<file path="src/rtl/mem_seq_pkg.sv">
// Shared types and sizing helpers for the memory access sequencer of the
// multicycle MIPS core.
package mem_seq_pkg;

    typedef enum logic [1:0] {
        S_IDLE  = 2'd0,
        S_READ  = 2'd1,
        S_WRITE = 2'd2
    } state_e;

    typedef enum logic {
        OWN_FETCH = 1'b0,
        OWN_DATA  = 1'b1
    } owner_e;

    // Wait counter width: the largest reload value is max(latency)-1; keep at
    // least one bit so single-cycle latencies still elaborate.
    function automatic int cnt_width(input int rd_lat, input int wr_lat);
        int m;
        m = (rd_lat > wr_lat) ? rd_lat : wr_lat;
        return (m <= 1) ? 1 : $clog2(m);
    endfunction

endpackage

</file>
<file path="src/rtl/mem_wait_counter.sv">
// Loadable down-counter with a zero flag; counts the remaining wait states of
// the memory transaction currently in flight.
module mem_wait_counter #(
    parameter int WIDTH = 1
) (
    input  logic             clk_i,
    input  logic             rst_ni,
    input  logic             load_i,
    input  logic [WIDTH-1:0] load_val_i,
    input  logic             dec_i,
    output logic [WIDTH-1:0] count_o,
    output logic             zero_o
);

    logic [WIDTH-1:0] cnt_q;
    logic [WIDTH-1:0] cnt_d;

    // Load has priority; decrement is only requested while non-zero, so the
    // counter cannot wrap.
    always_comb begin
        cnt_d = cnt_q;
        if (load_i) begin
            cnt_d = load_val_i;
        end else if (dec_i && (cnt_q != '0)) begin
            cnt_d = cnt_q - 1'b1;
        end
    end

    always_ff @(posedge clk_i or negedge rst_ni) begin
        if (!rst_ni) begin
            cnt_q <= '0;
        end else begin
            cnt_q <= cnt_d;
        end
    end

    assign count_o = cnt_q;
    assign zero_o  = (cnt_q == '0);

endmodule

</file>
<file path="src/rtl/mem_access_sequencer.sv">
// Arbitrates instruction-fetch and data requests onto the single shared memory,
// holding address select / write strobe for the wait states and pulsing loads.
module mem_access_sequencer
    import mem_seq_pkg::*;
#(
    parameter int READ_LATENCY  = 2,
    parameter int WRITE_LATENCY = 1
) (
    input  logic       Clk,
    input  logic       Reset_n,
    input  logic       fetch_req,
    input  logic       data_req,
    input  logic       data_we,
    output logic       IorD,
    output logic       wr,
    output logic       IRWrite,
    output logic       MDR_load,
    output logic       fetch_done,
    output logic       data_done,
    output logic       busy,
    output logic [1:0] StateOut
);

    localparam int CNT_W = cnt_width(READ_LATENCY, WRITE_LATENCY);
    localparam logic [CNT_W-1:0] RD_RELOAD = CNT_W'(READ_LATENCY - 1);
    localparam logic [CNT_W-1:0] WR_RELOAD = CNT_W'(WRITE_LATENCY - 1);

    // Handshake: fetch_req/data_req are levels sampled only in S_IDLE; a grant
    // is final, and the matching *_done pulse marks the last busy cycle. The
    // requester must drop its request in the cycle after done, otherwise the
    // next S_IDLE cycle grants it again.

    state_e           state_q;
    state_e           state_d;
    owner_e           owner_q;
    owner_e           owner_d;
    state_e           state_out_q;

    logic             cnt_load;
    logic [CNT_W-1:0] cnt_load_val;
    logic             cnt_dec;
    logic [CNT_W-1:0] cnt_value;
    logic             cnt_zero;

    mem_wait_counter #(
        .WIDTH (CNT_W)
    ) u_wait_counter (
        .clk_i      (Clk),
        .rst_ni     (Reset_n),
        .load_i     (cnt_load),
        .load_val_i (cnt_load_val),
        .dec_i      (cnt_dec),
        .count_o    (cnt_value),
        .zero_o     (cnt_zero)
    );

    always_comb begin
        state_d      = state_q;
        owner_d      = owner_q;
        cnt_load     = 1'b0;
        cnt_load_val = '0;
        cnt_dec      = 1'b0;
        case (state_q)
            S_IDLE: begin
                // Data access wins over fetch; fetch stays pending until idle.
                if (data_req) begin
                    owner_d  = OWN_DATA;
                    cnt_load = 1'b1;
                    if (data_we) begin
                        state_d      = S_WRITE;
                        cnt_load_val = WR_RELOAD;
                    end else begin
                        state_d      = S_READ;
                        cnt_load_val = RD_RELOAD;
                    end
                end else if (fetch_req) begin
                    owner_d      = OWN_FETCH;
                    state_d      = S_READ;
                    cnt_load     = 1'b1;
                    cnt_load_val = RD_RELOAD;
                end
            end
            S_READ, S_WRITE: begin
                if (cnt_zero) begin
                    state_d = S_IDLE;
                end else begin
                    cnt_dec = 1'b1;
                end
            end
            default: begin
                state_d = S_IDLE;
            end
        endcase
    end

    always_ff @(posedge Clk or negedge Reset_n) begin
        if (!Reset_n) begin
            state_q     <= S_IDLE;
            owner_q     <= OWN_FETCH;
            state_out_q <= S_IDLE;
        end else begin
            state_q     <= state_d;
            owner_q     <= owner_d;
            state_out_q <= state_q;
        end
    end

    // Every output is decoded from registers only, so no input reaches an
    // output combinationally.
    logic last_cycle;
    assign last_cycle = cnt_zero && (state_q != S_IDLE);

    assign busy       = (state_q != S_IDLE);
    assign IorD       = busy && (owner_q == OWN_DATA);
    assign wr         = (state_q == S_WRITE);
    assign IRWrite    = (state_q == S_READ) && cnt_zero && (owner_q == OWN_FETCH);
    assign fetch_done = IRWrite;
    assign MDR_load   = (state_q == S_READ) && cnt_zero && (owner_q == OWN_DATA);
    assign data_done  = last_cycle && (owner_q == OWN_DATA);
    assign StateOut   = state_out_q;

    logic unused_cnt;
    assign unused_cnt = ^cnt_value;

endmodule

</file>
<file path="config.mk">
export PLATFORM = sky130hd
export DESIGN_NAME = mem_access_sequencer
export DESIGN_NICKNAME = d
export VERILOG_FILES = /design/src/rtl/mem_seq_pkg.sv /design/src/rtl/mem_wait_counter.sv /design/src/rtl/mem_access_sequencer.sv
export SDC_FILE = /design/constraint.sdc
export NUM_CORES = 1
export LEC_CHECK = 0
export ABC_AREA = 1
export CAP_MARGIN = 20
export CORE_AREA = 2 2 39 41
export DETAILED_ROUTE_END_ITERATION = 7
export DIE_AREA = 0 0 41 43
export PLACE_DENSITY = 0.65
export RECOVER_POWER = 50
export SLEW_MARGIN = 5
export SYNTH_ARGS = -nofsm -noshare
export SYNTH_HDL_FRONTEND = slang
export SYNTH_SLANG_ARGS = --single-unit
</file>
<file path="constraint.sdc">
create_clock -name Clk -period 1.05 [get_ports Clk]
set_input_delay 0.21 -clock Clk [delete_from_list [all_inputs] [get_ports Clk]]
set_output_delay 0.21 -clock Clk [all_outputs]
set_load 0.005 [all_outputs]
</file>
==> impl_metrics.csv <==
group,metric,value,unit
layout,drive_gt1_share,63.24,%
worst_setup_path,reg2reg_depth,10,
placement,dpl.hpwl,585.4,µm
timing,clock.fmax,715.4,MHz
cts,clockRootBuffer,"clkbuf_4",
pwr,switching_power,0.9145,mW
worst_setup_path,r2r_start,"state_q[0]",
layout,diodes,0,
timing,period_minus_slack,1398,ps
global_route,antenna_found_initial,0,
timing,finalClockSkew,1.726,ps
timing,tns,-3187,ps
global_route,grt_pass1_vias,314,
logic_synthesis,syn_inst,41,
floorplanning,dieArea,0.001763,mm²
layout,fin_util,49.82,%
floorplanning,core,0.001384,mm²
global_route,gr-total-overflow,0,
worst_setup_path,end_kind,"output port",
detailed_routing,drtPass1Iterations,4,
global_route,grt_max_degree,7,
timing,slew_headroom,81.60,%
cts,cts_tree,"yes",
timing,finalWorstSetupSlack,-347.8,ps
layout,syn_to_final_growth,105.6,%
hold_path,hold_class,"in -> async",
global_route,grt_pass1_wl,1352,µm
floorplanning,fp-row-count,14,
layout,mostFrequentLayoutCell,"nand2_1",
cts,numCtsBuffers,3,
timing,whs,279.0,ps
worst_setup_path,crit_type,"reg -> out",
pwr,comb_power_share,71.0,%
placement,portBuffers,13,
cts,clk_latency,240,ps
floorplanning,start_util,24.23,%
pwr,pwr-share-clk,9.2,%
worst_setup_path,crit_fanout,2,
detailed_routing,viasPerCell,4.214,
cts,htreeDepth,1,
detailed_routing,vias,354,
timing,layout_worst_path_cycle_share,133.1,%
detailed_routing,drt-initial-drc-count,4,
pwr,max-vdd-ir-drop,1.310,mV
pwr,pwr-share-seq,19.7,%
worst_setup_path,r2r_end,"state_q[1]",
worst_setup_path,cp.arrival,1190,ps
job,maxCapViolations,0,
logic_synthesis,synth-seq-cells,6,
cts,cts_sinks,6,
pwr,switching_share,40.37,%
timing,rsz0062_at_grt,"yes",
layout,mostFrequentLayoutCells,"9 x nand2_1, 7 x buf_6, 6 x dfrtp_1, 6 x buf_2, 6 x buf_4",
detailed_routing,wirelength,879,µm
detailed_routing,ant_nets,0,
placement,placedCellCount,75,
cts,cts_buffer_depth,2,
layout,nNetsFinal,79,
timing,finalMaxSlewViolations,0,
logic_synthesis,synth_area,335.3,µm²
worst_setup_path,cp-start-kind,"flop",
logic_synthesis,yosysUniqueCellTypes,13,
timing,tightest_slew,275.0,ps
logic_synthesis,avgSynthCellArea,8.179,µm²
logic_synthesis,synth-seq-area-share,44.78,%
detailed_routing,post_drt_wl_per_cell,10.46,µm
detailed_routing,drc,0,
placement,finalWeightedCongestion,0.7702,
floorplanning,die_y,43,µm
worst_setup_path,required,840,ps
logic_synthesis,synth.net_count,50,
cts,hold_buffers,0,
floorplanning,pin_count,14,
logic_synthesis,yosys_warnings,0,
run_status,violations,"setup timing",
timing,hold_violations,0,
timing,setup_viol,11,
layout,instances_no_fill,84,
pwr,p_per_area,3285,mW/mm²
pwr,leakage,0.3436,nW
cts,cts.clk_slew.worst_paths,40,ps
global_route,grt_usage,11.53,%
floorplanning,die_x,41,µm
pwr,p_int,1.351,mW
run_status,outcome,"finished, violations left",
worst_setup_path,r2r_slack,-300,ps
-- cells by family after synthesis --
family / count (synthesis) / synth area share [%]
AO/OA/AOI/OAI: 3 / 4.476
adder cells (fa/ha/maj): 4 / 14.93
AND/OR/NAND/NOR: 20 / 25.75
buffers and inverters: 8 / 10.07
flip-flops: 6 / 44.77
-- cells in the mapped netlist --
cell,instances,area (µm²)
nand3_1,2,10.01
nor2_2,1,6.260
nor2_1,2,7.510
nor3_1,3,15.01
nand2_1,11,41.29
inv_1,6,22.52
inv_2,1,3.750
buf_4,1,7.510
o21ai_0,1,5.000
ha_1,4,50.05
dfrtp_1,6,150.1
nand2_2,1,6.260
a21oi_1,2,10.01
-- critical path: stages (launching register included) --
cell	delay, ps
dfrtp_1	390
buf_6	130
inv_4	60
buf_6	110
ha_4	130
inv_2	30
buf_2	110
-- layout make-up --
type	count	area [µm²]
Fill cell	135	694.4
Multi-Input combinational cell	27	254.0
Tap cell	16	20.02
Timing Repair Buffer	25	209.0
Clock buffer	3	22.52
Inverter	7	33.78
Sequential cell	6	150.1
-- power by group through the flow --
stage	logic, mW	clock network [mW]	registers [mW]
2_1_floorplan	0.464	0	0.434
3_3_place_gp	1.01	0	0.431
3_5_place_dp	1.02	0	0.442
4_1_cts	1.45	0.214	0.437
5_1_grt	1.77	0.231	0.460
6_report	1.61	0.209	0.447
-- registers in the layout, indices dropped and copies added, names as in the netlist --
register	count
owner_q	1
u_wait_counter.count_o	1
state_q	2
StateOut	2
-- through the flow --
| step | worst slack [ps] | total power, mW | area (µm²) |
|---|---|---|---|
| after floorplan | -95.91 | 0.8982 | 345.3 |
| after detailed placement | -518.2 | 1.460 | 533.0 |
| final | -347.8 | 2.265 | 689.4 |
| after global routing | -394.5 | 2.458 | 689.4 |
| after global placement | -489.0 | 1.437 | 533.0 |
| after CTS | -367.3 | 2.098 | 659.4 |
-- worst max-delay path by stage --
stage                             to  slack (ps)       start
after floorplan           fetch_done        -100  state_q[1]
final                           busy        -350  state_q[0]
after global routing            busy        -390  state_q[0]
after detailed placement    MDR_load        -520  state_q[1]
after CTS                    IRWrite        -370  state_q[1]
after global placement     data_done        -490  state_q[0]
-- per-layer routing --
layer / up-vias / part of all wire (%) / global-route usage [%]
li1: 180 / - / -
met1: 162 / 41 / 14.80
met2: 10 / 51 / 17.81
met3: 2 / 5.6 / 1.571
met4: 0 / 1.8 / 6.000
met5: - / 0 / 0
-- timing repair --
action                                  4_1_cts  5_1_grt
pin swaps                                     8        2
endpoints found under the hold margin         0        0
setup buffers                                 5        2
gates resized for setup                      60        6
endpoints found under the setup margin       13       12
Note: power is estimated with default switching activity, not from simulation.
